[src/rtl/gray_step_encoder_pkg.sv]
// gray_step_encoder_pkg: shared types, segment patterns and helpers for the Gray step encoder.
package gray_pkg;
  localparam int WIDTH = 4;
  typedef enum logic [1:0] {IDLE, WAIT_PRESS, PRESSED, WAIT_RELEASE} deb_state_t;
  localparam logic [6:0] SEG_0 = 7'b0111111;
  localparam logic [6:0] SEG_1 = 7'b0000110;
  localparam logic [6:0] SEG_2 = 7'b1011011;
  localparam logic [6:0] SEG_3 = 7'b1001111;
  localparam logic [6:0] SEG_4 = 7'b1100110;
  localparam logic [6:0] SEG_5 = 7'b1101101;
  localparam logic [6:0] SEG_6 = 7'b1111101;
  localparam logic [6:0] SEG_7 = 7'b0000111;
  localparam logic [6:0] SEG_8 = 7'b1111111;
  localparam logic [6:0] SEG_9 = 7'b1101111;
  function automatic logic [WIDTH-1:0] bin2gray(input logic [WIDTH-1:0] b);
    return b ^ (b >> 1);
  endfunction
  function automatic logic [6:0] seg7(input logic [3:0] d);
    case (d)
      4'd0: return SEG_0;
      4'd1: return SEG_1;
      4'd2: return SEG_2;
      4'd3: return SEG_3;
      4'd4: return SEG_4;
      4'd5: return SEG_5;
      4'd6: return SEG_6;
      4'd7: return SEG_7;
      4'd8: return SEG_8;
      default: return SEG_9;
    endcase
  endfunction
endpackage

[src/rtl/gray_step_encoder_if.sv]
// gray_step_encoder_if: button inputs and Gray/LED/display outputs of the encoder.
interface gray_step_encoder_if #(parameter int WIDTH = 4);
  logic btn_up;
  logic btn_down;
  logic [WIDTH-1:0] gray_code;
  logic gray_valid;
  logic [5:0] leds;
  logic [1:0] digit_sel;
  logic [6:0] display_code;
  modport master(output btn_up, btn_down, input gray_code, gray_valid, leds, digit_sel, display_code);
  modport slave(input btn_up, btn_down, output gray_code, gray_valid, leds, digit_sel, display_code);
endinterface

[src/rtl/gray_step_encoder_debouncer.sv]
// button_debouncer: synchronises a raw button and emits one step pulse per debounced press.
module button_debouncer
  import gray_pkg::*;
#(
  parameter int DEB_CYCLES = 270000
) (
  input  logic clk,
  input  logic rst,
  input  logic btn,
  output logic step
);
  localparam int CW = $clog2(DEB_CYCLES + 1);
  logic [1:0] sync;
  logic level;
  logic done;
  logic [CW-1:0] cnt;
  deb_state_t state, nxt;
  assign level = sync[1];
  assign done = cnt == CW'(DEB_CYCLES - 1);
  always_ff @(posedge clk or posedge rst) begin
    if (rst) begin
      sync <= '0;
      state <= IDLE;
      cnt <= '0;
    end else begin
      sync <= {sync[0], btn};
      state <= nxt;
      cnt <= (nxt != state) ? '0 : done ? cnt : cnt + 1'b1;
    end
  end
  always_comb begin
    nxt = state;
    step = 1'b0;
    case (state)
      IDLE: nxt = level ? WAIT_PRESS : IDLE;
      WAIT_PRESS: begin
        nxt = !level ? IDLE : done ? PRESSED : WAIT_PRESS;
        step = level && done;
      end
      PRESSED: nxt = level ? PRESSED : WAIT_RELEASE;
      WAIT_RELEASE: nxt = level ? PRESSED : done ? IDLE : WAIT_RELEASE;
      default: nxt = IDLE;
    endcase
  end
endmodule

[src/rtl/gray_step_encoder.sv]
// gray_step_encoder: up/down button counter emitted as registered Gray code with LED and 2-digit display.
module gray_step_encoder
  import gray_pkg::*;
#(
  parameter int WIDTH = gray_pkg::WIDTH,
  parameter int DEB_CYCLES = 270000,
  parameter int REFRESH_CYCLES = 27000
) (
  input logic clk,
  input logic rst,
  gray_step_encoder_if.slave bus
);
  localparam int RW = $clog2(REFRESH_CYCLES + 1);
  logic [1:0] rst_q;
  logic rst_i;
  logic up, dn;
  logic [WIDTH-1:0] count, nxt_count;
  logic [3:0] val, digit;
  logic [RW-1:0] rcnt;
  logic wrap;
  logic [1:0] nxt_sel;
  // Assert asynchronously, release only after two clean clock edges.
  always_ff @(posedge clk or posedge rst) begin
    if (rst) rst_q <= 2'b11;
    else rst_q <= {rst_q[0], 1'b0};
  end
  assign rst_i = rst_q[1];
  button_debouncer #(.DEB_CYCLES(DEB_CYCLES)) u_up (.clk(clk), .rst(rst_i), .btn(bus.btn_up), .step(up));
  button_debouncer #(.DEB_CYCLES(DEB_CYCLES)) u_dn (.clk(clk), .rst(rst_i), .btn(bus.btn_down), .step(dn));
  assign nxt_count = (up && !dn) ? count + 1'b1 : (dn && !up) ? count - 1'b1 : count;
  assign val = 4'(nxt_count);
  assign wrap = rcnt == RW'(REFRESH_CYCLES - 1);
  assign nxt_sel = wrap ? {bus.digit_sel[0], bus.digit_sel[1]} : bus.digit_sel;
  // Segments follow the post-edge count so the shown digit never lags the Gray output.
  assign digit = nxt_sel[0] ? ((val >= 4'd10) ? val - 4'd10 : val) : {3'b000, val >= 4'd10};
  assign bus.leds = 6'(bus.gray_code);
  always_ff @(posedge clk or posedge rst_i) begin
    if (rst_i) begin
      count <= '0;
      bus.gray_code <= '0;
      bus.gray_valid <= 1'b0;
      rcnt <= '0;
      bus.digit_sel <= 2'b01;
      bus.display_code <= SEG_0;
    end else begin
      count <= nxt_count;
      bus.gray_code <= bin2gray(nxt_count);
      bus.gray_valid <= up ^ dn;
      rcnt <= wrap ? '0 : rcnt + 1'b1;
      bus.digit_sel <= nxt_sel;
      bus.display_code <= seg7(digit);
    end
  end
endmodule

[src/flat_wrapper.sv]
// flat-port wrapper written by rule: the top's interface ports become plain ports
module gray_step_encoder_flat import gray_pkg::*;
#(
  parameter int WIDTH = gray_pkg::WIDTH,
  parameter int DEB_CYCLES = 270000,
  parameter int REFRESH_CYCLES = 27000
)
  (clk, rst, bus_btn_up, bus_btn_down, bus_gray_code, bus_gray_valid, bus_leds, bus_digit_sel, bus_display_code);
  gray_step_encoder_if #(.WIDTH(WIDTH)) bus_i ();
  input logic clk;
  input logic rst;
  input wire logic [$bits(bus_i.btn_up)-1:0] bus_btn_up;
  input wire logic [$bits(bus_i.btn_down)-1:0] bus_btn_down;
  output wire logic [$bits(bus_i.gray_code)-1:0] bus_gray_code;
  output wire logic [$bits(bus_i.gray_valid)-1:0] bus_gray_valid;
  output wire logic [$bits(bus_i.leds)-1:0] bus_leds;
  output wire logic [$bits(bus_i.digit_sel)-1:0] bus_digit_sel;
  output wire logic [$bits(bus_i.display_code)-1:0] bus_display_code;
  assign bus_i.btn_up = bus_btn_up;
  assign bus_i.btn_down = bus_btn_down;
  assign bus_gray_code = bus_i.gray_code;
  assign bus_gray_valid = bus_i.gray_valid;
  assign bus_leds = bus_i.leds;
  assign bus_digit_sel = bus_i.digit_sel;
  assign bus_display_code = bus_i.display_code;
  gray_step_encoder #(.WIDTH(WIDTH), .DEB_CYCLES(DEB_CYCLES), .REFRESH_CYCLES(REFRESH_CYCLES)) u_core (.clk(clk), .rst(rst), .bus(bus_i));
endmodule
[config.mk]
export PLATFORM = sky130hd
export DESIGN_NAME = gray_step_encoder_flat
export DESIGN_NICKNAME = d
export VERILOG_FILES = /design/src/rtl/gray_step_encoder_pkg.sv /design/src/rtl/gray_step_encoder_if.sv /design/src/rtl/gray_step_encoder_debouncer.sv /design/src/rtl/gray_step_encoder.sv /design/src/flat_wrapper.sv
export SDC_FILE = /design/constraint.sdc
export NUM_CORES = 1
export LEC_CHECK = 0
export CAP_MARGIN = 20
export CORE_MARGIN = 2
export CORE_UTILIZATION = 64
export DETAILED_ROUTE_END_ITERATION = 16
export PLACE_DENSITY = 0.85
export SLEW_MARGIN = 5
export SYNTH_ARGS = -nofsm -noshare
export SYNTH_HDL_FRONTEND = slang
export SYNTH_HIERARCHICAL = 1
export SYNTH_SLANG_ARGS = --single-unit
export TNS_END_PERCENT = 50
[constraint.sdc]
create_clock -name clk -period 2.77 [get_ports clk]
set_clock_uncertainty 0.05 [all_clocks]
set_input_delay 0.554 -clock clk [delete_from_list [all_inputs] [get_ports clk]]
set_output_delay 0.554 -clock clk [all_outputs]
set_load 0.01 [all_outputs]
Word-level counts from Yosys, hierarchy flattened
Memories as Yosys holds them, arrays and structs flattened. A register that Yosys moved wholly into a read port is not among the register bits. Index checks and enable logic that the tools add are counted.

Register bits: 74. Bits in latches: 0. Bits in writable memories: 0. Memory bits (read-only): 112. Bits of input ports: 4. Output and inout bits: 20. Logic and storage cells: 70. Memories kept: 1.

$add $sub $neg: 6. Multiply operators: 0. Divide/modulo/power cells: 0. $lt $le $gt $ge: 1. Equality and inequality tests: 13. Shift operators: 0. Muxes and demuxes: 26. Bitwise operators: 2. Reduce and logical (&&, ||, !) cells: 8.

Memories: (name not given) (depth 16, width 7, read ports 1, clocked after Yosys merged registers in 1, wr ports 0, line gray_step_encoder_pkg.sv:19) `case (d)`.

Operator list (count): 19-bit two-way mux (4); 19-bit by 1-bit adder with 19-bit output (second input constant) (2); 19-bit equality test (second input constant) (2); 2-bit two-way mux (8); 4-bit two-way mux (4); 2-bit case mux with 4 select lines (2); 15-bit by 1-bit adder with 15-bit output (second input constant) (1); 15-bit equality test (second input constant) (1); 15-bit two-way mux (1); 2-bit equality test (second input constant) (4); 1-bit two-way mux (7); 4-bit by 1-bit adder with 4-bit output (second input constant) (1); 2-bit by 1-bit equality test with 1-bit output (second input constant) (2); 4-bit greater-or-equal comparator (second input constant) (1); 1-bit logical AND (4); 2-bit logical NOT (2); 2-bit by 1-bit inequality test with 1-bit output (second input constant) (2); 2-bit inequality test (2); 4-bit by 1-bit subtractor with 4-bit output (second input constant) (1); 4-bit subtractor (second input constant) (1); 4-bit by 3-bit bitwise XOR with 4-bit output (1); 1-bit logical NOT (2); 1-bit bitwise XOR (1).

Depth between registers and ports, before layout
Gate-level depths: netlist of run 1.

Depth after elaboration: 10. Mapped depth: 21. Gate-level depth less buffers: 20.

Cells and area by module
Netlist of run 1, hierarchy kept.

Modules (own cells, without submodules): button_debouncer (times used 2, cells each 116, area an instance 1133.6 sq um, sequential area each 575.6 sq um); gray_step_encoder (times used 1, cells each 168, area an instance 1819.2 sq um, sequential area each 862.1 sq um).

Worst setup path before layout of run 1
Ideal clock, no wire load.

Path kind: register to register. Start: reg u_core.u_dn.cnt[0]. End: reg u_core.bus.display_code[4]. Library setup time: 0.093 ns. Data arrival time: 4.192 ns. Required time: 2.627 ns. Setup slack: -1.564 ns. Cell stages (with the launch flop): 22. Buffers on the path: 1. Period minus slack after synthesis: 4.334 ns. Path through: dfrtp_1 ha_1 nand3_1 or4_4 nor4_1 and4b_1 inv_1 ha_1 clkbuf_1 nor4_1 a21oi_1 xnor2_1 ha_1 nor2_1 o31ai_1 o22ai_1 mux2i_1 inv_1 ha_1 nand2b_1 o21ai_0 o32ai_1.

Longest elaborated chain between the ends: 9. Elaborated cells between the ends (all ways): 12. Those cells by class: add/sub (1); order compare (1); eq/ne (1); mux (5); reduce/logical (4).

Ends and longest elaborated chain: from (decl) (line gray_step_encoder_debouncer.sv:16) `logic [CW-1:0] cnt;`; from (signal assigned) (line gray_step_encoder_debouncer.sv:28) `cnt <= (nxt != state) ? '0 : done ? cnt : cnt + 1'b1;`; 19-bit equality test (*) (line gray_step_encoder_debouncer.sv:19) `assign done = cnt == CW'(DEB_CYCLES - 1);`; 1-bit logical AND (*) (line gray_step_encoder_debouncer.sv:38) `step = level && done;`; 1-bit two-way mux (*) (line gray_step_encoder_debouncer.sv:34) `case (state)`; via u_core.dn (line gray_step_encoder.sv:16) `logic up, dn;`; 1-bit logical AND / 1-bit logical NOT (equally long branches) (line gray_step_encoder.sv:30) `assign nxt_count = (up && !dn) ? count + 1'b1 : (dn && !up) ? count - 1'b1 : count;`; 4-bit two-way mux / 1-bit logical AND (equally long branches) (line gray_step_encoder.sv:30); 4-bit two-way mux (*) (line gray_step_encoder.sv:30); via u_core.nxt_count[3] (line gray_step_encoder.sv:17) `logic [WIDTH-1:0] count, nxt_count;`; 4-bit subtractor / 4-bit greater-or-equal comparator (equally long branches) (line gray_step_encoder.sv:35) `assign digit = nxt_sel[0] ? ((val >= 4'd10) ? val - 4'd10 : val) : {3'b000, val >= 4'd10};`; 4-bit two-way mux (line gray_step_encoder.sv:35); 4-bit two-way mux (*) (line gray_step_encoder.sv:35); to (decl) (line gray_step_encoder_if.sv:11) `modport slave(input btn_up, btn_down, output gray_code, gray_valid, leds, digit_sel, display_code);`.

Mark *: on every way through the listed nets, which the timed path passes. The rest lies on a longest branch. A chain may end at the register's enable or synchronous reset.

Worst setup path in the final report of run 1
Start: reg u_core.u_dn.cnt[1]. End: reg u_core.bus.display_code[3].

The elaborated chain is that of the path after synthesis.

==> metrics.yaml, run 1 <==
detailed_routing:
  first_pass_iters: 5
  vias_per_cell: 6.469
  routed_wl_mm: 14.20
  post_drt_wl_per_cell_um: 23.71
  antenna_left: 0
  drtIter0Drc: 431
  drc: 0
  vias: 3875
power_and_ir_drop:
  p_switching_uw: 550.8
  p_per_area_nw_per_um2: 411.8
  ir_drop_mv: 0.4093
  sw_frac_of_total_pct: 23.83
  p_comb_share_pct: 5.0
  power.total_uw: 2312
  p_leak_uw: 0.002541
  seq_power_share_pct: 51.6
  p_int_uw: 1761
  p_clk_share_pct: 43.4
final_layout:
  syn2layout_area_growth_pct: 37.35
  layout.cells.non_filler: 599
  layout-drive-gt1-share_pct: 35.25
  n_antenna_cell: 0
  fill_cells: 235
  fin_nets: 538
global_routing:
  grt_start_max_net_pins: 28
  grt_pass1_vias: 3729
  grtUsageTotal_pct: 34.40
  gr-total-overflow: 0
  grt_pass1_wl_mm: 18.72
  antenna_found_initial: 0
clock_tree:
  cts_root_buf: "clkbuf_8"
  clk_pin_slew_ps: 90
  clock_latency_ps: 380
  cts.sinks: 80
  ctsHtreeMaxLevel: 3
  postCtsHoldBufs: 0
  cts-buffers-inserted: 9
  cts_tree: "yes"
  cts_buffer_depth: 2
min_path:
  hold_class: "reg2async"
synthesis:
  ys_warn_count: 6
  synth-main-ff-cell: "dfrtp_1"
  synth_area_um2: 4086
  syn-instance-count: 400
  synth.distinct_cells: 48
  synth_edf_count: 0
  async_reset_ff_share_pct: 100.0
  synthTopCellsByArea: "dfrtp_1 43%, xnor2_1 6.9%, nor2_1 6.4%"
  synth_area_leader_cell: "dfrtp_1"
  yosysSeqAreaShare_pct: 49.27
  ys_ff_latch: 80
  yosysTopAreaCellShare_pct: 43.48
  synth.avg_cell_area_um2: 10.22
sta:
  rsz0062_at_grt: "yes"
  fin_crit_ps: 4098
  fin_crit_sh_pct: 147.9
  worst_pin_slew_ps: 932.8
  slew_headroom_pct: 37.74
  finalMaxSlewViolations: 0
  timing.final.ws_setup_ps: -1328
  setup_violations: 12
  fmax_ghz: 0.2440
  hold_viol_final: 0
placed_design:
  gp_congestion: 0.8326
  port_buffers: 21
  dp.cells: 566
  place_hpwl_mm: 6.453
worst_setup_path:
  cp.arrival_ps: 4360
  crit_required_ps: 3030
  endpoint_kind: "flop"
  worstReg2RegEnd: "u_core/bus.display_code[3]"
  cp-start-kind: "flop"
  r2r_slack_ps: -1330
  cp_max_fo: 7
  regToRegStartpoint: "u_core/u_dn/cnt[1]"
  cp-startpoint: "u_core/u_dn/cnt[1]"
  r2r_cells: 16
  critPathKind: "reg2reg"
floorplanning:
  boundaryPins: 24
  die_area_um2: 7040
  die_y_um: 83.91
  fp-row-count: 29
  coreArea_um2: 6277
  fp.dieW_um: 83.91
  start_util_pct: 65.10
run_status:
  status: "finished with violations"
  failed_checks: "negative setup slack"
flow_run:
  maxCapViolCount: 0
## cells in the mapped netlist (2+ instances only)
| master | number |
|---|---|
| o2bb2ai_1 | 2 |
| dfrtp_1 | 71 |
| nor4_2 | 2 |
| and2_1 | 5 |
| buf_6 | 2 |
| clkbuf_1 | 4 |
| a211o_1 | 2 |
| or2_2 | 3 |
| nand4b_1 | 2 |
| or4_1 | 2 |
| nand3_1 | 15 |
| buf_4 | 7 |
| o21ai_0 | 9 |
| dfstp_2 | 9 |
| a21oi_4 | 2 |
| and3_1 | 9 |
| or4_4 | 4 |
| nor4_1 | 8 |
| inv_1 | 25 |
| and4b_1 | 2 |
| mux2i_1 | 3 |
| a21boi_0 | 2 |
| a21oi_1 | 3 |
| or3_1 | 6 |
| nor2_1 | 70 |
| xor2_1 | 18 |
| xnor2_1 | 32 |
| nand2_1 | 22 |
| ha_1 | 17 |
| nor3_1 | 9 |
| nand4_1 | 13 |
| mux2_2 | 3 |
| nor2b_1 | 2 |
## routing by layer
metal | vias up | part of all wire, % | track usage [%] | wire length [um]
met3 | 111 | 8.3 | 7.517 | 1178
met2 | 319 | 49 | 61.31 | 7000
met5 | - | 0 | 0 | 0
li1 | 1580 | - | - | -
met4 | 0 | 8.4 | 14.08 | 1191
met1 | 1865 | 34 | 40.08 | 4834
## per-stage QoR
| stage | area, um2 | hold WS, ps | setup slack, ps | util [%] | setup TNS (ps) |
|---|---|---|---|---|---|
| after detailed placement | 5019 | 297.9 | -1278 | 79.95 | -9138 |
| after global routing | 5613 | 290.8 | -1414 | 89.42 | -10630 |
| after floorplan | 4219 | 281.2 | -1051 | - | -6977 |
| final | 5613 | 257.4 | -1328 | 89.42 | -9441 |
| after CTS | 5444 | 316.0 | -1011 | 86.73 | -7027 |
| after global placement | 5019 | 284.7 | -1037 | 79.95 | -7108 |
## cells by family (layout without fill, tap and decap cells)
group,count (synthesis),in the layout,synth area share (%)
muxes,7,7,1.929
adders and majority gates,17,17,5.205
and+or+nand+nor,180,180,22.99
other,1,3,0.09177
AOI/OAI and AO/OA,27,27,5.297
buffers and inverters,38,158,4.501
DFF,80,80,49.27
xor gates and xnor gates,50,50,10.72
## placed cells by master, fill, tap and decap left out, types with 6 or more instances in the layout
master / instances
clkdlybuf4s50_1: 21
nand3_1: 13
dfrtp_1: 71
xnor2_1: 30
and3_1: 9
nand2_1: 20
xor2_1: 17
ha_4: 6
buf_4: 94
inv_1: 20
nand4_1: 13
nor3_1: 9
dfstp_2: 9
ha_1: 7
nor2_1: 65
clkbuf_8: 10
## worst max-delay path, stage by stage (launching register included)
cell      delay, ps
dfrtp_1         390
ha_2            210
nand3_2          80
or4_4           440
nor4_4          160
and4b_2         320
ha_4            200
nand2_2          80
o21ai_4         220
xor2_4          240
inv_2            80
ha_2            230
buf_4           150
o31a_1          130
o311ai_4        550
mux2i_2         350
or2_4           170
## flip-flops by register name (all words and copies together) (netlist names), 3 cells and up
name / count
u_core/u_dn/cnt: 19
u_core/u_up/cnt: 19
u_core/rcnt: 15
u_core/bus.display_code: 7
u_core/bus.gray_code: 4
u_core/count: 3
## cell type report
class / instances / area [um2] / share of cell area, %
sequential: 80 / 2013 / 35.87
clock inverter: 6 / 92.59 / 1.650
tap: 77 / 96.34 / 1.716
multi-input combinational: 284 / 2225 / 39.63
inverter: 25 / 93.84 / 1.672
timing repair buffer: 117 / 954.7 / 17.01
clock buffer: 10 / 137.6 / 2.452
## power groups by stage
stage	sequential (uW)	clock, uW	combinational (uW)
2_1_floorplan	1220	0	56.8
3_3_place_gp	1210	0	92.5
3_5_place_dp	1210	0	95.5
4_1_cts	1190	987	101
5_1_grt	1190	1040	126
6_report	1190	1000	115
## how the worst max path moves through the flow
stage / endpoint / slack [ps] / depth (start not counted)
finish: u_core/bus.display_code[3] / -1330 / 16
global route: u_core/bus.display_code[4] / -1410 / 19
CTS: u_core/bus.display_code[4] / -1010 / 21
detailed placement: u_core/bus.display_code[4] / -1280 / 20
global placement: u_core/bus.display_code[6] / -1040 / 18
floorplan: u_core/bus.display_code[4] / -1050 / 21
## repair_timing
action | CTS | global route
endpoints found under the setup margin | 10 | 12
setup buffers | 10 | 6
gates cloned | 0 | 0
pin swaps | 12 | 9
resized for setup | 29 | 20
Power figures use the tool's default switching activity.
==> run 2: changes to the inputs <==
--- a/config.mk
+++ b/config.mk
@@ -10,6 +10,7 @@
 export CORE_UTILIZATION = 64
 export DETAILED_ROUTE_END_ITERATION = 16
 export PLACE_DENSITY = 0.85
+export SKIP_LAST_GASP = 1
 export SLEW_MARGIN = 5
 export SYNTH_ARGS = -nofsm -noshare
 export SYNTH_HDL_FRONTEND = slang
==> metrics.yaml, run 2 (synthesis gave the netlist of run 1 again) <==
sta:
  fin_crit_ps: 4066
  timing.final.ws_setup_ps: -1296
  worst_pin_slew_ps: 942.9
  hold_viol_final: 0
  slew_headroom_pct: 36.56
  finalMaxSlewViolations: 0
  rsz0062_at_grt: "yes"
  fmax_ghz: 0.2459
  fin_crit_sh_pct: 146.8
  setup_violations: 12
clock_tree:
  cts.sinks: 80
  cts_tree: "yes"
  cts-buffers-inserted: 9
  ctsHtreeMaxLevel: 3
  clk_pin_slew_ps: 90
  postCtsHoldBufs: 0
  cts_buffer_depth: 2
  clock_latency_ps: 370
  cts_root_buf: "clkbuf_8"
detailed_routing:
  drc: 0
  first_pass_iters: 7
  vias_per_cell: 6.405
  routed_wl_mm: 13.79
  antenna_left: 0
  post_drt_wl_per_cell_um: 22.98
  vias: 3843
  drtIter0Drc: 524
worst_setup_path:
  endpoint_kind: "flop"
  cp_max_fo: 5
  crit_end: "u_core/bus.display_code[4]"
  worstReg2RegEnd: "u_core/bus.display_code[4]"
  regToRegStartpoint: "u_core/u_up/cnt[0]"
  r2r_cells: 22
  cp-start-kind: "flop"
  r2r_slack_ps: -1300
  critical_path.cell_chain: "ha_2, nand3_2, or4_4, nor4_4, and4b_2, inv_2, ha_4, buf_4, nor2_2, or3_4, nand2_4, ha_4, nor2_4, o31ai_4, o22ai_1, mux2i_1, buf_4, inv_2, buf_4, ha_1, inv_1, o32ai_2"
  cp-startpoint: "u_core/u_up/cnt[0]"
  crit_top_cell: "buf_4"
  crit_slowest_cell: "or4_4"
  critPathKind: "reg2reg"
  crit_required_ps: 3010
  cpPeakStageDelay_ps: 470
  cp.arrival_ps: 4300
placed_design:
  gp_congestion: 0.8326
  port_buffers: 21
  dpl_worst_slack_ps: -1278
  place_hpwl_mm: 6.453
  dpl-instance-area_um2: 5019
  dp.cells: 566
floorplanning:
  start_util_pct: 65.10
  fp-row-count: 29
  boundaryPins: 24
  fp.dieW_um: 83.91
  die_area_um2: 7040
  coreArea_um2: 6277
  die_y_um: 83.91
final_layout:
  final_cell_mix: "96 x buf_4, 71 x dfrtp_1, 65 x nor2_1, 30 x xnor2_1, 21 x clkdlybuf4s50_1"
  layout.cells.non_filler: 600
  syn2layout_area_growth_pct: 36.90
  n_antenna_cell: 0
  layout-drive-gt1-share_pct: 35.18
  top_regs: "u_core/u_dn/cnt: 19 flops, u_core/u_up/cnt: 19 flops, u_core/rcnt: 15 flops"
  final_common_cell: "buf_4"
  fin_nets: 539
  final_area_um2: 5594
run_status:
  failed_checks: "negative setup slack"
  status: "finished with violations"
power_and_ir_drop:
  ir_drop_mv: 0.4212
  p_per_area_nw_per_um2: 411.0
  p_leak_uw: 0.002545
global_routing:
  grt_pass1_vias: 3729
  grt_start_max_net_pins: 28
  gr-total-overflow: 0
  antenna_found_initial: 0
  grt_pass1_wl_mm: 18.72
  grtUsageTotal_pct: 34.40
min_path:
  hold_class: "reg2async"
flow_run:
  maxCapViolCount: 0
## run 2: cell types whose count changed in the layout (fill, tap and decap cells not counted), sizes merged
| cell | previous run | this run |
|---|---|---|
| buf | 96 | 97 |
## run 2: repair_timing
item / in CTS / in global routing
setup buffers: 10 / 7
pin swaps: 11 / 9
gates resized for setup: 29 / 15
setup endpoints to repair: 10 / 12
## run 2: how the worst min path moves through the flow
stage | to | startpoint | slack, ps
4_1_cts | u_core/u_up/sync[1] | u_core/u_up/sync[0] | 320
3_3_place_gp | u_core/u_dn/sync[1] | u_core/u_dn/sync[0] | 280
3_5_place_dp | u_core/u_up/sync[1] | u_core/u_up/sync[0] | 300
2_1_floorplan | u_core/u_dn/sync[1] | u_core/u_dn/sync[0] | 280
5_1_grt | u_core/rcnt[4] | u_core/rst_q[1] | 290
6_report | u_core/rcnt[4] | u_core/rst_q[1] | 240
## run 2: routing by layer
metal  GRT usage (%)  wire length (um)  share of wire (%)  vias up
li1                -                 -                  -     1579
met1           40.08              4729                 34     1847
met2           61.31              6725                 49      306
met3           7.517              1282                9.3      111
met4           14.08              1047                7.6        0
met5               0                 0                  0        -
## run 2: final cells by class
| cell class | count | area [um2] |
|---|---|---|
| clock inverters | 6 | 92.59 |
| clock buffers | 10 | 137.6 |
| well taps | 77 | 96.34 |
| flip-flops and latches | 80 | 2013 |
| repair buffers | 118 | 958.4 |
| fillers | 236 | 683.2 |
| multi-input cells | 284 | 2202 |
| inverters | 25 | 93.84 |
## run 2: stage by stage
stage | setup TNS [ps] | hold slack, ps | util [%] | power [uW]
finish | -9091 | 241.5 | 89.12 | 2299
CTS | -7068 | 316.0 | 86.73 | 2278
global placement | -7108 | 284.7 | 79.95 | 1305
floorplan | -6977 | 281.2 | - | 1273
global route | -10460 | 289.3 | 89.12 | 2359
detailed placement | -9138 | 297.9 | 79.95 | 1310
## run 2: critical path, delay by kind of cell, from the launching register on
kind | cells | cell delay [ps]
AOI/OAI and AO/OA | 3 | 540
buffers and inverters | 6 | 640
muxes | 1 | 100
and+or+nand+nor | 8 | 1540
adders and majority gates | 4 | 720
DFF | 1 | 380
## run 2: where the power goes
| group | leakage, uW | internal [uW] | switching, uW |
|---|---|---|---|
| sequential | 0.00106 | 1180 | 9.90 |
| combinational | 0.00138 | 42.9 | 69.2 |
| clock | 0.000109 | 535 | 460 |
==> run 3: changes to the inputs <==
--- a/config.mk
+++ b/config.mk
@@ -9,6 +9,7 @@
 export CORE_MARGIN = 2
 export CORE_UTILIZATION = 64
 export DETAILED_ROUTE_END_ITERATION = 16
+export GPL_ROUTABILITY_DRIVEN = 1
 export PLACE_DENSITY = 0.85
 export SKIP_LAST_GASP = 1
 export SLEW_MARGIN = 5
==> results of run 3 <==
The final DEF is identical to that of run 2; final timing and power are the same.
